**config.mk**
```make
export PLATFORM = sky130hd
export DESIGN_NAME = instr_encoder
export DESIGN_NICKNAME = d
export VERILOG_FILES = /design/src/rtl/instr_encoder_pkg.sv /design/src/rtl/instr_encoder_imm_packer.sv /design/src/rtl/instr_encoder.sv
export SDC_FILE = /design/constraint.sdc
export NUM_CORES = 1
export LEC_CHECK = 0
export BUFFER_PORTS_ARGS = -buffer_cell sky130_fd_sc_hd__buf_2
export CAP_MARGIN = 20
export CORE_MARGIN = 2
export CORE_UTILIZATION = 40
export DETAILED_ROUTE_END_ITERATION = 7
export PLACE_DENSITY = 0.82
export RECOVER_POWER = 25
export SYNTH_ARGS = -nofsm -noshare
export SYNTH_HDL_FRONTEND = slang
export SYNTH_SLANG_ARGS = --single-unit
```
**constraint.sdc**
```tcl
create_clock -name clk -period 1.9 [get_ports clk]
set_input_delay 0.285 -clock clk [delete_from_list [all_inputs] [get_ports clk]]
set_output_delay 0.285 -clock clk [all_outputs]
set_load 0.01 [all_outputs]
```
**src/rtl/instr_encoder_pkg.sv**
```systemverilog
// -----------------------------------------------------------------------------
// instr_encoder_pkg
// Constants shared by the RV32I instruction decoder and encoder: the opcodes
// this codebase handles, the 3-bit immediate-format codes and the canonical
// NOP (addi x0,x0,0). fmt_from_op maps an opcode onto its immediate format.
// -----------------------------------------------------------------------------
package instr_encoder_pkg;

   localparam logic [6:0] LW    = 7'b0000011;
   localparam logic [6:0] ITP   = 7'b0010011;
   localparam logic [6:0] SW    = 7'b0100011;
   localparam logic [6:0] BEQ   = 7'b1100011;
   localparam logic [6:0] JAL   = 7'b1101111;
   localparam logic [6:0] LUI   = 7'b0110111;
   localparam logic [6:0] RTYPE = 7'b0110011;

   // ImmR marks R-type (no immediate); ImmX marks an opcode we cannot encode.
   typedef enum logic [2:0] {
      ImmI = 3'd0,
      ImmS = 3'd1,
      ImmB = 3'd2,
      ImmJ = 3'd3,
      ImmU = 3'd4,
      ImmR = 3'd5,
      ImmX = 3'd7
   } imm_fmt_e;

   localparam logic [31:0] NOP = 32'h0000_0013;

   function automatic imm_fmt_e fmt_from_op(input logic [6:0] op);
      imm_fmt_e f;
      case (op)
         RTYPE:   f = ImmR;
         LW, ITP: f = ImmI;
         SW:      f = ImmS;
         BEQ:     f = ImmB;
         JAL:     f = ImmJ;
         LUI:     f = ImmU;
         default: f = ImmX;
      endcase
      return f;
   endfunction

endpackage

```
**src/rtl/instr_encoder_imm_packer.sv**
```systemverilog
// -----------------------------------------------------------------------------
// instr_encoder_imm_packer
// Combinational packer: scatters the register/funct fields and the immediate
// into the RV32I layout of the given format and range-checks the immediate.
// Anything that cannot be encoded yields NOP with illegal raised.
//   fmt      : immediate format (from fmt_from_op)
//   op/rd/rs1/rs2/funct3/funct7 : instruction fields
//   imm      : signed immediate (byte offset for B/J, full value for U)
//   word     : packed instruction (NOP when illegal)
//   illegal  : opcode or immediate not encodable
// -----------------------------------------------------------------------------
module instr_encoder_imm_packer
   import instr_encoder_pkg::*;
(
   input  imm_fmt_e           fmt,
   input  logic [6:0]         op,
   input  logic [4:0]         rd,
   input  logic [4:0]         rs1,
   input  logic [4:0]         rs2,
   input  logic [2:0]         funct3,
   input  logic [6:0]         funct7,
   input  logic signed [31:0] imm,
   output logic [31:0]        word,
   output logic               illegal
);

   function automatic logic in_range(input logic signed [31:0] v,
                                     input logic signed [31:0] lo,
                                     input logic signed [31:0] hi);
      return (v >= lo) && (v <= hi);
   endfunction

   always_comb begin
      word    = NOP;
      illegal = 1'b0;
      case (fmt)
         ImmR: word = {funct7, rs2, rs1, funct3, rd, op};
         ImmI: begin
            illegal = !in_range(imm, -32'sd2048, 32'sd2047);
            word    = {imm[11:0], rs1, funct3, rd, op};
         end
         ImmS: begin
            illegal = !in_range(imm, -32'sd2048, 32'sd2047);
            word    = {imm[11:5], rs2, rs1, funct3, imm[4:0], op};
         end
         // Branch and jump offsets are half-word aligned; bit 0 is not stored.
         ImmB: begin
            illegal = !in_range(imm, -32'sd4096, 32'sd4094) || imm[0];
            word    = {imm[12], imm[10:5], rs2, rs1, funct3, imm[4:1], imm[11], op};
         end
         ImmJ: begin
            illegal = !in_range(imm, -32'sd1048576, 32'sd1048574) || imm[0];
            word    = {imm[20], imm[10:1], imm[11], imm[19:12], rd, op};
         end
         // LUI carries the full value; low 12 bits must already be zero.
         ImmU: begin
            illegal = (imm[11:0] != 12'd0);
            word    = {imm[31:12], rd, op};
         end
         default: illegal = 1'b1;
      endcase
      if (illegal) word = NOP;
   end

endmodule

```
**src/rtl/instr_encoder.sv**
```systemverilog
// -----------------------------------------------------------------------------
// instr_encoder
// Streaming RV32I encoder. A start/len run accepts len field bundles, encodes
// each and emits it with a sequential word address through a single output
// register (valid/ready, full throughput).
//   clk, rst          : clock, synchronous active-high reset
//   start/len/base_addr : run control, honoured only while idle
//   in_valid/in_ready : field bundle handshake (in_op..in_imm)
//   out_valid/out_ready : encoded word handshake (out_instr, out_addr)
//   busy              : run in progress
//   done              : one-cycle pulse at the end of a run
//   err               : sticky illegal-encode flag, cleared by a start
// -----------------------------------------------------------------------------
module instr_encoder
   import instr_encoder_pkg::*;
#(
   parameter int ADDR_W = 10,
   parameter int LEN_W  = 10
) (
   input  logic              clk,
   input  logic              rst,
   input  logic              start,
   input  logic [LEN_W-1:0]  len,
   input  logic [ADDR_W-1:0] base_addr,
   input  logic              in_valid,
   output logic              in_ready,
   input  logic [6:0]        in_op,
   input  logic [4:0]        in_rd,
   input  logic [4:0]        in_rs1,
   input  logic [4:0]        in_rs2,
   input  logic [2:0]        in_funct3,
   input  logic [6:0]        in_funct7,
   input  logic [31:0]       in_imm,
   output logic              out_valid,
   input  logic              out_ready,
   output logic [31:0]       out_instr,
   output logic [ADDR_W-1:0] out_addr,
   output logic              busy,
   output logic              done,
   output logic              err
);

   typedef enum logic [1:0] {IDLE, RUN, DRAIN} state_e;

   state_e            state;
   logic [ADDR_W-1:0] addr_cnt;
   logic [LEN_W-1:0]  remaining;
   imm_fmt_e          fmt;
   logic [31:0]       enc_word;
   logic              enc_illegal;
   logic              accept;

   assign fmt = fmt_from_op(in_op);

   instr_encoder_imm_packer u_imm_packer (
      .fmt     (fmt),
      .op      (in_op),
      .rd      (in_rd),
      .rs1     (in_rs1),
      .rs2     (in_rs2),
      .funct3  (in_funct3),
      .funct7  (in_funct7),
      .imm     ($signed(in_imm)),
      .word    (enc_word),
      .illegal (enc_illegal)
   );

   // Output register frees up in the same cycle it hands off.
   assign in_ready = (state == RUN) && (!out_valid || out_ready);
   assign accept   = in_valid && in_ready;
   assign busy     = (state != IDLE);

   always_ff @(posedge clk) begin
      if (rst) begin
         state     <= IDLE;
         addr_cnt  <= '0;
         remaining <= '0;
         out_valid <= 1'b0;
         out_instr <= '0;
         out_addr  <= '0;
         done      <= 1'b0;
         err       <= 1'b0;
      end else begin
         done <= 1'b0;
         case (state)
            IDLE: begin
               if (start) begin
                  err <= 1'b0;
                  if (len != '0) begin
                     state     <= RUN;
                     addr_cnt  <= base_addr;
                     remaining <= len;
                  end else begin
                     done <= 1'b1;
                  end
               end
            end
            RUN: begin
               if (out_valid && out_ready) out_valid <= 1'b0;
               if (accept) begin
                  out_valid <= 1'b1;
                  out_instr <= enc_word;
                  out_addr  <= addr_cnt;
                  addr_cnt  <= addr_cnt + ADDR_W'(1);
                  remaining <= remaining - LEN_W'(1);
                  if (enc_illegal) err <= 1'b1;
                  if (remaining == LEN_W'(1)) state <= DRAIN;
               end
            end
            DRAIN: begin
               if (!out_valid || out_ready) begin
                  out_valid <= 1'b0;
                  done      <= 1'b1;
                  state     <= IDLE;
               end
            end
            default: state <= IDLE;
         endcase
      end
   end

endmodule
```
# Word-level counts from Yosys, hierarchy flattened
# Cells that the tools add are included.
# totals
elab_cells,95
register_bits,67
out_inout_bits,47
# op_classes
n_addsub,2
n_lt_le_gt_ge,6
eq_ne,22
n_mux,30
n_reduce_logical,27
# op_table
operator,n
32-bit case mux with 6 select lines,1
10-bit 2-to-1 mux,6
10-bit case mux with 2 select lines,2
"32-bit by 12-bit >= comparator with 1-bit output, second input constant",1
"32-bit by 13-bit >= comparator with 1-bit output, second input constant",1
"32-bit by 21-bit >= comparator with 1-bit output, second input constant",1
"32-bit by 12-bit <= comparator with 1-bit output, second input constant",1
"32-bit by 13-bit <= comparator with 1-bit output, second input constant",1
"32-bit by 21-bit <= comparator with 1-bit output, second input constant",1
32-bit 2-to-1 mux,1
"7-bit by 6-bit == test with 1-bit output, second input constant",3
3-bit case mux with 6 select lines,1
"7-bit == test, second input constant",2
12-bit nonzero test,1
"10-bit by 1-bit adder with 10-bit output, second input constant",1
"10-bit by 1-bit == test with 1-bit output, second input constant",1
2-bit 2-to-1 mux,5
"2-bit != test, second input constant",5
10-bit nonzero test,1
"10-bit by 1-bit subtractor with 10-bit output, second input constant",1
1-bit 2-to-1 mux,9
4-bit AND reduction,2
"7-bit by 2-bit == test with 1-bit output, second input constant",1
"7-bit by 5-bit == test with 1-bit output, second input constant",1
other kinds (20),37

# Logic depth before layout (Yosys ltp)
# logic_depth
depth_word,9
depth_mapped,10
ltp_nobuf,8

# Cells and area by module
# Synthesis repeated with hierarchy kept, for this count alone.
# hier_totals
cells_unflattened,607
hier_area_um2,4465.5
# by_module_without_submodules
mod,cells_per_inst,area_each_um2,n_inst
instr_encoder,392,3034.2,1
instr_encoder_imm_packer,215,1431.4,1

# Worst setup path before layout
# Ideal clock, no wire load.
# synth_path
path_type,register to register
from,register state[1]
to,register out_instr[22]
path_stages_with_launch,10
t_arrival_ns,1.992
setup_slack_ns,-0.160
required_ns,1.832
setup_ns,0.068
path_buffers,3
path_cell_list,dfxtp_1 > clkbuf_1 > nand2b_1 > nor2_1 > nand2_1 > nor2_1 > or4b_1 > buf_6 > buf_12 > o21ai_2
# synth_between
elab_chain_cells,4
# synth_lines
element,line_no,source
"start, declared",instr_encoder.sv:45,state_e state;
"start signal, assigned",instr_encoder.sv:75,state <= IDLE;
"start signal, assigned",instr_encoder.sv:90,state <= RUN;
"start signal, assigned",instr_encoder.sv:107,if (remaining == LEN_W'(1)) state <= DRAIN;
2-bit by 1-bit == test with 1-bit output,instr_encoder.sv:69,assign in_ready = (state == RUN) && (!out_valid || out_ready);
1-bit logical AND,instr_encoder.sv:69,
named net in_ready,instr_encoder.sv:26,"output logic in_ready,"
1-bit logical AND,instr_encoder.sv:70,assign accept = in_valid && in_ready;
2-bit AND reduction (no line),n/a,
"end signal, assigned",instr_encoder.sv:102,out_instr <= enc_word;
"end, declared",instr_encoder.sv:36,"output logic [31:0] out_instr,"
# The timed path passes the listed nets, and every way through them passes these cells.
# A chain may end at the register's enable or synchronous reset.

# Worst setup path after layout
# layout_path
from,input in_imm[29]
to,register out_instr[18]
# layout_between
elab_chain_cells,6
elab_cells_between_ends,16
cone_classes,order compare: 6; mux: 2; reduce/logical: 8
# layout_lines
element,line_no,source
"start, declared",instr_encoder.sv:33,"input logic [31:0] in_imm,"
32-bit by 21-bit >= comparator with 1-bit output (tied with other cells),instr_encoder_imm_packer.sv:30,return (v >= lo) && (v <= hi);
1-bit logical AND,instr_encoder_imm_packer.sv:30,
"1-bit zero test, on equally long branches","instr_encoder_imm_packer.sv:52, instr_encoder_imm_packer.sv:48",
"1-bit logical OR, on equally long branches","instr_encoder_imm_packer.sv:52, instr_encoder_imm_packer.sv:48",
1-bit case mux with 5 select lines (*),instr_encoder_imm_packer.sv:36,case (fmt)
32-bit 2-to-1 mux (*),instr_encoder_imm_packer.sv:62,if (illegal) word = NOP;
# Mark *: on every way between the ends. The rest lies on a longest branch, timed or not.

==> flow_metrics.env <==
export IMPL_dpl_cell_area_um2=4815
export IMPL_hold_path_class="in -> reg"
export IMPL_io_buffers=135
export IMPL_crit_start="in_imm[29]"
export IMPL_syn_nets=553
export IMPL_final_cell_mix="buf_2, nand2_1, buf_4"
export IMPL_place_inst=741
export IMPL_wl_per_cell_um=15.34
export IMPL_dieArea_um2=9729
export IMPL_mostFrequentLayoutCell="buf_2"
export IMPL_grt_max_degree=38
export IMPL_synth_area_leaders="dfxtp_1, nand2_1, a21oi_1"
export IMPL_routed_via_count=4223
export IMPL_finalWirelength_um=11610
export IMPL_ys_flop_type="dfxtp_1"
export IMPL_power_leakage_nw=2.116
export IMPL_clock_skew_ns=0.009124
export IMPL_power_mw=3.622
export IMPL_drtIter0Drc=170
export IMPL_die_y_um=98.64
export IMPL_dp_hpwl_um=8907
export IMPL_yosysUniqueCellTypes=56
export IMPL_initial_core_util=0.4108
export IMPL_grt_antenna_before_repair=0
export IMPL_required_ns=2.18
export IMPL_drive_gt1_frac=0.3790
export IMPL_cts_hold_buf=0
export IMPL_syn_area_um2=3582
export IMPL_grt_pass1_vias=4143
export IMPL_place_ws_ns=-0.4950
export IMPL_grt_pass1_wl_um=19080
export IMPL_fin_area_um2=5147
export IMPL_slowest_stage="or4b_4"
export IMPL_path_cells="buf_4 > nand4_1 > or3_4 > nor3_4 > a211oi_2 > or4b_4 > buf_6 > o21ai_2"
export IMPL_critPathMaxStageDelay_ns=0.59
export IMPL_min_to="addr_cnt[5]"
export IMPL_grt_overflow=0
export IMPL_cts_tree="yes"
export IMPL_rrSetupSlack_ns=0.07
export IMPL_core_area_um2=8721
export IMPL_nets=736
export IMPL_htreeDepth=3
export IMPL_vdd_drop_max_v=0.0004131
export IMPL_drc=0
export IMPL_clock_latency_ns=0.35
export IMPL_cp_start_kind="input pin"
export IMPL_synth_seq_cells=67
export IMPL_yosysTopAreaCell="dfxtp_1"
export IMPL_synth_top_area_frac=0.3744
export IMPL_r2r_cells=7
export IMPL_ys_async_sr_fraction=0
export IMPL_cts_buffers_inserted=9
export IMPL_synth_edf_count=0
export IMPL_cellPowerDensity_nw_per_um2=703.6
export IMPL_clock_sinks=67
export IMPL_clkSlewWorstSetupHoldPaths_ns=0.08
export IMPL_r2r_end="out_instr[18]"
export IMPL_yosysSeqAreaShare=0.3744
export IMPL_min_from="base_addr[5]"
export IMPL_die_w_um=98.64
export IMPL_max_slew_margin=0.5076
export IMPL_fin_crit_sh=0.9696
export IMPL_netlist_instances=461
export IMPL_critPathCaptureType="flop"
export IMPL_multi_input_area_um2=2216
export IMPL_min_period_ns=1.842
export IMPL_viasPerCell=5.579
export IMPL_track_usage=0.2390
export IMPL_filler_cell_count=774
export IMPL_crit_reg2reg_launch="out_valid"
export IMPL_hold_viol=0
export IMPL_syn_to_final_growth_pct=43.70
export IMPL_holdPathStages=3
export IMPL_fp_row_count=34
export IMPL_tightest_slew_ns=0.7386
export IMPL_setup_violations=0
export IMPL_clock_fmax_ghz=0.5428
export IMPL_postRouteAntennaNets=0
export IMPL_yosysWarnings=0
export IMPL_gp_congestion=0.9887
export IMPL_cts_root_buf="clkbuf_8"
export IMPL_antenna_cells=0
export IMPL_slew_viol_final=0
export IMPL_io_pins=136
export IMPL_synth_area_per_cell_um2=7.770
export IMPL_critPathMaxFanout=7
export IMPL_regArea_um2=1343
export IMPL_path_delay_family="simple AND/OR/NAND/NOR gates"
export IMPL_path_class="in -> reg"
export IMPL_cap_viol_max_count=0
export IMPL_final_cells=757
export IMPL_cts_path_max_buffers=2
export IMPL_rsz0062_at_grt="no"
export IMPL_worst_slack_ns=0.05769
export IMPL_arrival_ns=2.12
export IMPL_outcome="finished, final reports clean"
export IMPL_cp_num_buf_inv=2
export IMPL_firstDrtPassIters=5
[area by class of cell]
type                            instances  share of cell area
Clock buffer                            9             0.02406
Clock inverter                          7             0.01483
Inverter                                7            0.005105
Multi-Input combinational cell        357              0.4305
Sequential cell                        67              0.2608
Tap cell                              108             0.02625
Timing Repair Buffer                  202              0.2385
[state kept, by name, summed over array words and instances (netlist names)]
register   cells
remaining     10
addr_cnt      10
done           1
out_instr     32
out_addr      10
out_valid      1
err            1
state          2
[worst max-delay path by stage]
stage               endpoint  slack, ns  cells after the start
6_report       out_instr[18]       0.06                      8
5_1_grt        out_instr[20]      0.003                      8
4_1_cts        out_instr[18]       0.01                      8
3_5_place_dp   out_instr[18]      -0.49                      8
3_3_place_gp   out_instr[21]      -0.42                      8
2_1_floorplan   out_instr[3]      -0.05                      8
[where the power goes]
| part | leakage, nW | switching, mW | total [mW] | internal (mW) |
|---|---|---|---|---|
| logic | 1.48 | 0.466 | 0.856 | 0.391 |
| clock network | 0.0962 | 0.597 | 1.21 | 0.615 |
| registers | 0.545 | 0.0744 | 1.55 | 1.48 |
[layer usage]
layer	vias to the layer above	share of wire	GRT usage
met5	-	0	0
met4	0	0.027	0.1096
met3	31	0.087	0.05248
met2	211	0.49	0.4040
met1	1928	0.40	0.2906
li1	2053	-	-
[synthesized netlist by cell type (all sizes together) (3+ instances only)]
cell / n
a21oi: 36
or2: 3
nor2: 34
nand2b: 7
mux2i: 6
a22oi: 16
inv: 7
dfxtp: 67
clkbuf: 23
nand3b: 4
nor3: 12
a222oi: 4
a211oi: 8
and3: 4
nor2b: 4
and2: 3
nand3: 14
nand4: 11
nand2: 86
a221oi: 3
o21ai: 48
nor4: 10
a32o: 3
ha: 3
o22ai: 8
a31oi: 4
buf: 7
[worst min-delay path, cell delays in order]
cell	delay, ns
buf_2	0.09
nand2b_1	0.06
a211oi_1	0.06
[stage by stage]
step                      setup TNS [ns]  utilization  hold WS (ns)
after global placement            -11.25       0.5521        0.4363
final                                  0       0.5902        0.1941
after floorplan                  -0.9657            -        0.4436
after detailed placement          -12.77       0.5521        0.4360
after CTS                              0       0.5791        0.1808
after global routing                   0       0.5902        0.1937
[cells by family (layout without fill, tap and decap cells)]
logic type | after synthesis | in the layout | synth area share
AO/OA/AOI/OAI | 144 | 144 | 0.2704
buffers and inverters | 37 | 225 | 0.05065
multiplexers | 8 | 8 | 0.02305
adder cells (fa/ha/maj) | 3 | 3 | 0.01048
flip-flops | 67 | 67 | 0.3744
XOR/XNOR | 2 | 2 | 0.004891
AND/OR/NAND/NOR | 200 | 200 | 0.2662
[what timing repair did]
action                     4_1_cts  5_1_grt
gates cloned                     0        0
setup endpoints to repair       29       30
hold endpoints to repair         0        0
setup buffers                    0        0
resized for setup                6       42
pin swaps                        1        9
No activity file was read; power rests on OpenSTA's default activity.
